===== config.mk =====
export PLATFORM = sky130hd
export DESIGN_NAME = ioctl_loader
export DESIGN_NICKNAME = d
export VERILOG_FILES = /design/src/rtl/ioctl_loader_pkg.sv /design/src/rtl/ioctl_region_decode.sv /design/src/rtl/ioctl_loader.sv
export SDC_FILE = /design/constraint.sdc
export NUM_CORES = 1
export LEC_CHECK = 0
export CAP_MARGIN = 15
export CORE_MARGIN = 2
export CORE_UTILIZATION = 48
export DETAILED_ROUTE_END_ITERATION = 10
export HOLD_SLACK_MARGIN = 0.15
export PLACE_DENSITY = 0.76
export SYNTH_ARGS = -nofsm -noshare
export SYNTH_HDL_FRONTEND = slang
export SYNTH_SLANG_ARGS = --single-unit

===== constraint.sdc =====
create_clock -name clk_sys -period 2.35 [get_ports clk_sys]
set_input_delay 0.235 -clock clk_sys [delete_from_list [all_inputs] [get_ports clk_sys]]
set_output_delay 0.235 -clock clk_sys [all_outputs]
set_load 0.05 [all_outputs]

===== src/rtl/ioctl_loader_pkg.sv =====
// Shared types for the ioctl download loader: region descriptor, FSM state
// encoding and the index range helper.
package ioctl_loader_pkg;

  localparam int unsigned IDX_W         = 6;
  localparam int unsigned LOADER_AW_MAX = 32;

  // Region i occupies slice [i*W +: W] of each packed region parameter.
  typedef struct packed {
    logic [IDX_W-1:0]         idx_lo;
    logic [IDX_W-1:0]         idx_hi;
    logic [LOADER_AW_MAX-1:0] base;
    logic [LOADER_AW_MAX-1:0] size;
  } loader_region_t;

  typedef enum logic [1:0] {
    StIdle,
    StFill,
    StWaitAck,
    StDone
  } loader_state_e;

  function automatic logic idx_in_range(input logic [IDX_W-1:0] idx,
                                        input logic [IDX_W-1:0] lo,
                                        input logic [IDX_W-1:0] hi);
    return (idx >= lo) && (idx <= hi);
  endfunction

endpackage


===== src/rtl/ioctl_region_decode.sv =====
// Combinational priority decode of a download index to its region number,
// SDRAM base address and byte capacity.
module ioctl_region_decode
  import ioctl_loader_pkg::*;
#(
  parameter int unsigned       NREG       = 2,
  parameter int unsigned       AW         = 25,
  parameter int unsigned       RW         = 1,
  parameter logic [NREG*6-1:0] REG_IDX_LO = {6'h00, 6'h02},
  parameter logic [NREG*6-1:0] REG_IDX_HI = {6'h01, 6'h02},
  parameter logic [NREG*AW-1:0] REG_BASE  = {25'h0, 25'h100000},
  parameter logic [NREG*AW-1:0] REG_SIZE  = {25'h100000, 25'h8000}
) (
  input  logic [IDX_W-1:0] index_i,
  output logic             hit_o,
  output logic [RW-1:0]    region_o,
  output logic [AW-1:0]    base_o,
  output logic [AW-1:0]    size_o
);

  loader_region_t regs [NREG];

  for (genvar g = 0; g < NREG; g++) begin : g_reg
    assign regs[g] = '{
      idx_lo: REG_IDX_LO[g*IDX_W +: IDX_W],
      idx_hi: REG_IDX_HI[g*IDX_W +: IDX_W],
      base:   LOADER_AW_MAX'(REG_BASE[g*AW +: AW]),
      size:   LOADER_AW_MAX'(REG_SIZE[g*AW +: AW])
    };
  end

  // Scan downwards so the lowest matching region number is the one kept.
  always_comb begin
    hit_o    = 1'b0;
    region_o = '0;
    base_o   = '0;
    size_o   = '0;
    for (int i = NREG - 1; i >= 0; i--) begin
      if (idx_in_range(index_i, regs[i].idx_lo, regs[i].idx_hi)) begin
        hit_o    = 1'b1;
        region_o = RW'(i);
        base_o   = AW'(regs[i].base);
        size_o   = AW'(regs[i].size);
      end
    end
  end

endmodule


===== src/rtl/ioctl_loader.sv =====
// Packs host ioctl beats into memory words for one of NREG index ranges and
// writes them over a toggle req/ack handshake with partial-word flush.
module ioctl_loader
  import ioctl_loader_pkg::*;
#(
  parameter int unsigned        IOCTL_DW   = 16,
  parameter int unsigned        MEM_DW     = 32,
  parameter int unsigned        AW         = 25,
  parameter int unsigned        NREG       = 2,
  parameter logic [NREG*6-1:0]  REG_IDX_LO = {6'h00, 6'h02},
  parameter logic [NREG*6-1:0]  REG_IDX_HI = {6'h01, 6'h02},
  parameter logic [NREG*AW-1:0] REG_BASE   = {25'h0, 25'h100000},
  parameter logic [NREG*AW-1:0] REG_SIZE   = {25'h100000, 25'h8000},
  localparam int unsigned       RW         = (NREG > 1) ? $clog2(NREG) : 1
) (
  input  logic                clk_sys,
  input  logic                reset,
  input  logic                ioctl_download,
  input  logic [7:0]          ioctl_index,
  input  logic                ioctl_wr,
  input  logic [IOCTL_DW-1:0] ioctl_dout,
  output logic                ioctl_wait,
  output logic                mem_active,
  output logic [AW-1:0]       mem_addr,
  output logic [MEM_DW-1:0]   mem_din,
  output logic [MEM_DW/8-1:0] mem_be,
  output logic                mem_req,
  input  logic                mem_ack,
  output logic [RW-1:0]       region,
  output logic                overflow,
  output logic                done
);

  localparam int unsigned RATIO = MEM_DW / IOCTL_DW;
  localparam int unsigned BE_W  = MEM_DW / 8;
  localparam int unsigned BPL   = IOCTL_DW / 8;
  localparam int unsigned LW    = (RATIO > 1) ? $clog2(RATIO) : 1;
  localparam logic [AW-1:0] STEP    = AW'(BE_W);
  localparam logic [AW-1:0] OFS_MAX = '1;
  localparam logic [LW-1:0] LANE_LAST = LW'(RATIO - 1);

  loader_state_e     state_q;
  logic [LW-1:0]     lane_q;
  logic [MEM_DW-1:0] buf_q;
  logic [BE_W-1:0]   be_q;
  logic [AW-1:0]     offset_q, base_q, size_q, addr_q;
  logic [MEM_DW-1:0] din_q;
  logic [BE_W-1:0]   mem_be_q;
  logic [RW-1:0]     region_q;
  logic              end_q, start_prev_q, wait_q, active_q, req_q, ovf_q, done_q;

  logic              hit;
  logic [RW-1:0]     hit_region;
  logic [AW-1:0]     hit_base, hit_size;
  logic              unused_idx;

  assign unused_idx = ^ioctl_index[7:6];

  ioctl_region_decode #(
    .NREG      (NREG),
    .AW        (AW),
    .RW        (RW),
    .REG_IDX_LO(REG_IDX_LO),
    .REG_IDX_HI(REG_IDX_HI),
    .REG_BASE  (REG_BASE),
    .REG_SIZE  (REG_SIZE)
  ) u_decode (
    .index_i (ioctl_index[5:0]),
    .hit_o   (hit),
    .region_o(hit_region),
    .base_o  (hit_base),
    .size_o  (hit_size)
  );

  logic              dl_hit, start;
  logic [MEM_DW-1:0] buf_ins, word_din;
  logic [BE_W-1:0]   be_ins, word_be;
  logic              fill_full, issue;
  logic [AW-1:0]     offset_inc;

  assign dl_hit = ioctl_download & hit;
  assign start  = dl_hit & ~start_prev_q;

  always_comb begin
    buf_ins = buf_q;
    be_ins  = be_q;
    buf_ins[lane_q*IOCTL_DW +: IOCTL_DW] = ioctl_dout;
    be_ins[lane_q*BPL +: BPL]            = '1;
    word_din   = ioctl_wr ? buf_ins : buf_q;
    word_be    = ioctl_wr ? be_ins : be_q;
    fill_full  = ioctl_wr && (lane_q == LANE_LAST);
    // A falling download flushes whatever lanes hold data, including a beat
    // arriving on the same edge.
    issue      = fill_full || (!ioctl_download && (word_be != '0));
    offset_inc = (offset_q > (OFS_MAX - STEP)) ? OFS_MAX : (offset_q + STEP);
  end

  always_ff @(posedge clk_sys) begin
    if (reset) begin
      state_q      <= StIdle;
      lane_q       <= '0;
      buf_q        <= '0;
      be_q         <= '0;
      offset_q     <= '0;
      base_q       <= '0;
      size_q       <= '0;
      addr_q       <= '0;
      din_q        <= '0;
      mem_be_q     <= '0;
      region_q     <= '0;
      end_q        <= 1'b0;
      // A download still high across reset must not look like a new start.
      start_prev_q <= dl_hit;
      wait_q       <= 1'b0;
      active_q     <= 1'b0;
      req_q        <= mem_ack;
      ovf_q        <= 1'b0;
      done_q       <= 1'b0;
    end else begin
      done_q       <= 1'b0;
      start_prev_q <= dl_hit;
      unique case (state_q)
        StIdle: begin
          if (start) begin
            region_q <= hit_region;
            base_q   <= hit_base;
            size_q   <= hit_size;
            offset_q <= '0;
            lane_q   <= '0;
            be_q     <= '0;
            buf_q    <= '0;
            ovf_q    <= 1'b0;
            end_q    <= 1'b0;
            active_q <= 1'b1;
            state_q  <= StFill;
          end
        end
        StFill: begin
          if (issue) begin
            addr_q   <= base_q + offset_q;
            din_q    <= word_din;
            mem_be_q <= word_be;
            end_q    <= ~ioctl_download;
            if (offset_q < size_q) begin
              req_q   <= ~req_q;
              wait_q  <= 1'b1;
              state_q <= StWaitAck;
            end else begin
              ovf_q    <= 1'b1;
              offset_q <= offset_inc;
              lane_q   <= '0;
              be_q     <= '0;
              buf_q    <= '0;
              if (!ioctl_download) begin
                done_q   <= 1'b1;
                active_q <= 1'b0;
                state_q  <= StDone;
              end
            end
          end else if (!ioctl_download) begin
            done_q   <= 1'b1;
            active_q <= 1'b0;
            state_q  <= StDone;
          end else if (ioctl_wr) begin
            buf_q  <= buf_ins;
            be_q   <= be_ins;
            lane_q <= lane_q + 1'b1;
          end
        end
        StWaitAck: begin
          if (req_q == mem_ack) begin
            wait_q   <= 1'b0;
            offset_q <= offset_inc;
            lane_q   <= '0;
            be_q     <= '0;
            buf_q    <= '0;
            if (end_q || !ioctl_download) begin
              done_q   <= 1'b1;
              active_q <= 1'b0;
              state_q  <= StDone;
            end else begin
              state_q <= StFill;
            end
          end else if (!ioctl_download) begin
            end_q <= 1'b1;
          end
        end
        StDone: begin
          state_q <= StIdle;
        end
        default: begin
          state_q <= StIdle;
        end
      endcase
    end
  end

  assign ioctl_wait = wait_q;
  assign mem_active = active_q;
  assign mem_addr   = addr_q;
  assign mem_din    = din_q;
  assign mem_be     = mem_be_q;
  assign mem_req    = req_q;
  assign region     = region_q;
  assign overflow   = ovf_q;
  assign done       = done_q;

endmodule


==> impl_metrics.env <==
export IMPL_status="finished, violations left"
export IMPL_violations="DRC"
export IMPL_layout_drive_gt1_share_pct=14.44
export IMPL_worst_path_largest_cell_delay_ps=510
export IMPL_yosysSeqAreaShare_pct=46.41
export IMPL_diodes=0
export IMPL_drt_iter0_markers=359
export IMPL_fp_row_count=39
export IMPL_yosys_area_top_type_share_pct=45.88
export IMPL_cts_tree="yes"
export IMPL_swShare_pct=29.49
export IMPL_wl_mm=15.68
export IMPL_finalClockSkew_ps=7.235
export IMPL_seq_area_sq_um=2656
export IMPL_dieArea_sq_um=12800
export IMPL_rsz0062_at_grt="false"
export IMPL_arrival_ps=2520
export IMPL_holdPathStages=3
export IMPL_vias=5408
export IMPL_leakagePower_nw=2.784
export IMPL_grt_pass1_vias=5260
export IMPL_core_sq_um=11520
export IMPL_report_final_hold_viol_count=0
export IMPL_clock_fmax_ghz=0.4492
export IMPL_min_period_ps=2226
export IMPL_relSlewSlack_pct=58.93
export IMPL_path_buf_inv=0
export IMPL_p_int_mw=4.239
export IMPL_synth_edff_count=1
export IMPL_fin_crit_sh_pct=94.74
export IMPL_cp_end_kind="flop"
export IMPL_drv_slew=0
export IMPL_grt_max_degree=60
export IMPL_synth_area_leaders="dfxtp_1 46%, nand2_1 6.6%, a21oi_1 5.4%"
export IMPL_viasPerCell=5.675
export IMPL_cp_cell_sequence="ha_1 > nand2_1 > or2_2 > o2111a_1 > or3b_2 > a21oi_1 > nor3_1"
export IMPL_place_area_sq_um=7163
export IMPL_first_pass_iters=8
export IMPL_clockPowerShare_pct=39.7
export IMPL_p_seq_share_pct=39.5
export IMPL_syn2layout_area_growth_pct=35.64
export IMPL_syn_inst=671
export IMPL_cts_max_level=4
export IMPL_track_usage_pct=24.92
export IMPL_wl_per_cell_um=16.45
export IMPL_crit_family="simple AND/OR/NAND/NOR gates"
export IMPL_worstPathRequired_ps=2650
export IMPL_routabilityCongestion=1.001
export IMPL_cts_made_buffers=17
export IMPL_worst_pin_slew_ps=616.0
export IMPL_ant_nets=0
export IMPL_multi_input_area_sq_um=2869
export IMPL_antenna_found_initial=0
export IMPL_ys_seq_elements=132
export IMPL_start_util_pct=49.63
export IMPL_rrSetupSlack_ps=120
export IMPL_rr_worst_depth=7
export IMPL_ys_flop_type="dfxtp_1"
export IMPL_synth_most_common_cell="dfxtp_1"
export IMPL_path_max_fanout=7
export IMPL_async_flop_share_pct=0
export IMPL_clock_root_buffer="clkbuf_16"
export IMPL_ys_warn_count=0
export IMPL_syn_nets=709
export IMPL_syn_cell_area_sq_um=5715
export IMPL_dpl_hpwl_mm=10.93
export IMPL_drc=12
export IMPL_nets=835
export IMPL_path_depth=7
export IMPL_tns_ps=0
export IMPL_cts_sinks=132
export IMPL_grt_pass1_wl_mm=25.70
export IMPL_fillerInstances=951
export IMPL_slowest_stage="or3b_2"
export IMPL_io_pins=96
export IMPL_timing_worst_setup_path_type="flop to flop"
export IMPL_cts_buffer_depth=2
export IMPL_switchingPower_mw=1.773
export IMPL_worst_hold_slack_ps=342.8
export IMPL_power_density_nw_per_um2=775.4
export IMPL_setup_violations=0
export IMPL_synthTopCellsByCount="131 x dfxtp_1, 100 x nand2_1, 65 x nor2_1, 62 x a21oi_1, 44 x clkbuf_1"
export IMPL_clk_latency_ps=420
export IMPL_final_area_sq_um=7752
export IMPL_ctsHoldBuffers=0
export IMPL_clk_pin_slew_ps=60
export IMPL_hold_class="primary input to flop"
export IMPL_comb_power_share_pct=20.8
export IMPL_port_buffers=93
export IMPL_fp_dieH_um=113.1
export IMPL_maxCapViolations=0
export IMPL_ys_types=61
export IMPL_syn_avg_cell_area_sq_um=8.518
export IMPL_critPathLaunchType="flop"
export IMPL_overflow=0
export IMPL_die_x_um=113.1
export IMPL_ir_worst_vdd_mv=0.3805
export IMPL_yosysTopAreaCell="dfxtp_1"
## flip-flops by register name (all words and copies together), names as in the netlist
register,cells
be_q,4
buf_q,32
done,1
end_q,1
ioctl_wait,1
lane_q,1
mem_active,1
mem_addr,24
mem_be,4
mem_din,32
mem_req,1
offset_q,24
overflow,1
region,1
size_q,1
start_prev_q,1
state_q,2
## through the flow
stage | setup WS (ps) | utilization (%) | instances | power (mW)
final | 123.7 | 67.32 | 953 | 6.011
after global routing | 21.02 | 67.32 | 953 | 6.247
after CTS | 4.294 | 66.91 | 950 | 6.024
after detailed placement | -273.0 | 62.20 | 918 | 3.637
after global placement | -279.3 | 62.20 | 918 | 3.608
after floorplan | 20.30 | - | 671 | 3.154
## path summary, 6_finish.rpt
path,from,to
max,offset_q[3],offset_q[5]
min,reset,mem_addr[5]
max reg2reg,offset_q[3],offset_q[5]
min reg2reg,mem_addr[5],mem_addr[5]
## layer usage
layer	track usage, %	share of wire [%]	wire length, um	up-vias
li1	-	-	-	2660
met1	31.05	43	6778	2557
met2	42.28	49	7717	163
met3	5.517	5.6	879	28
met4	9.350	1.9	302	0
met5	0	0	0	-
## worst register-to-register path: stages (launching register included)
cell and delay [ps]:
dfxtp_1 440, ha_1 200, nand2_1 60, or2_2 330
o2111a_1 360, or3b_2 510, a21oi_1 160, nor3_1 50
## cells by family after synthesis
logic type,synth area share (%)
and+or+nand+nor,22.79
muxes,2.802
DFF,46.41
AOI/OAI and AO/OA,21.06
adders and majority gates,1.970
xor gates and xnor gates,0.6131
buffers and inverters,4.356
## power by group through the flow
stage               logic [mW]  registers, mW  clock network [mW]
floorplan                0.516           2.64                   0
global placement          1.19           2.42                   0
detailed placement        1.21           2.42                   0
CTS                       1.23           2.38                2.42
global route              1.33           2.39                2.53
finish                    1.25           2.38                2.39
## cell type report
| type | count | share of cell area [%] |
|---|---|---|
| inverter | 8 | 0.3873 |
| tap | 143 | 2.308 |
| timing repair buffer | 159 | 19.14 |
| multi-input combinational | 479 | 37.01 |
| sequential | 132 | 34.26 |
| clock inverter | 8 | 0.6617 |
| clock buffer | 24 | 6.230 |
## placed cells by master, fill, tap and decap left out, types with 12 or more instances in the layout
master and count:
nand2_1 100, nor3_1 25, a211oi_1 25, o21ai_0 13
nor2_1 64, dfxtp_1 130, clkdlybuf4s50_1 92, a22o_1 16
buf_4 61, nand4_1 12, a21oi_1 62, nand3_1 23
and2_1 20, mux2i_1 16, clkbuf_16 18, a311oi_1 16
## repair_timing
item,in CTS,in global routing
resized for setup,1,6
pin swaps,0,1
setup buffers,0,3
setup endpoints to repair,18,39
No activity file was read; power rests on OpenSTA's default activity.
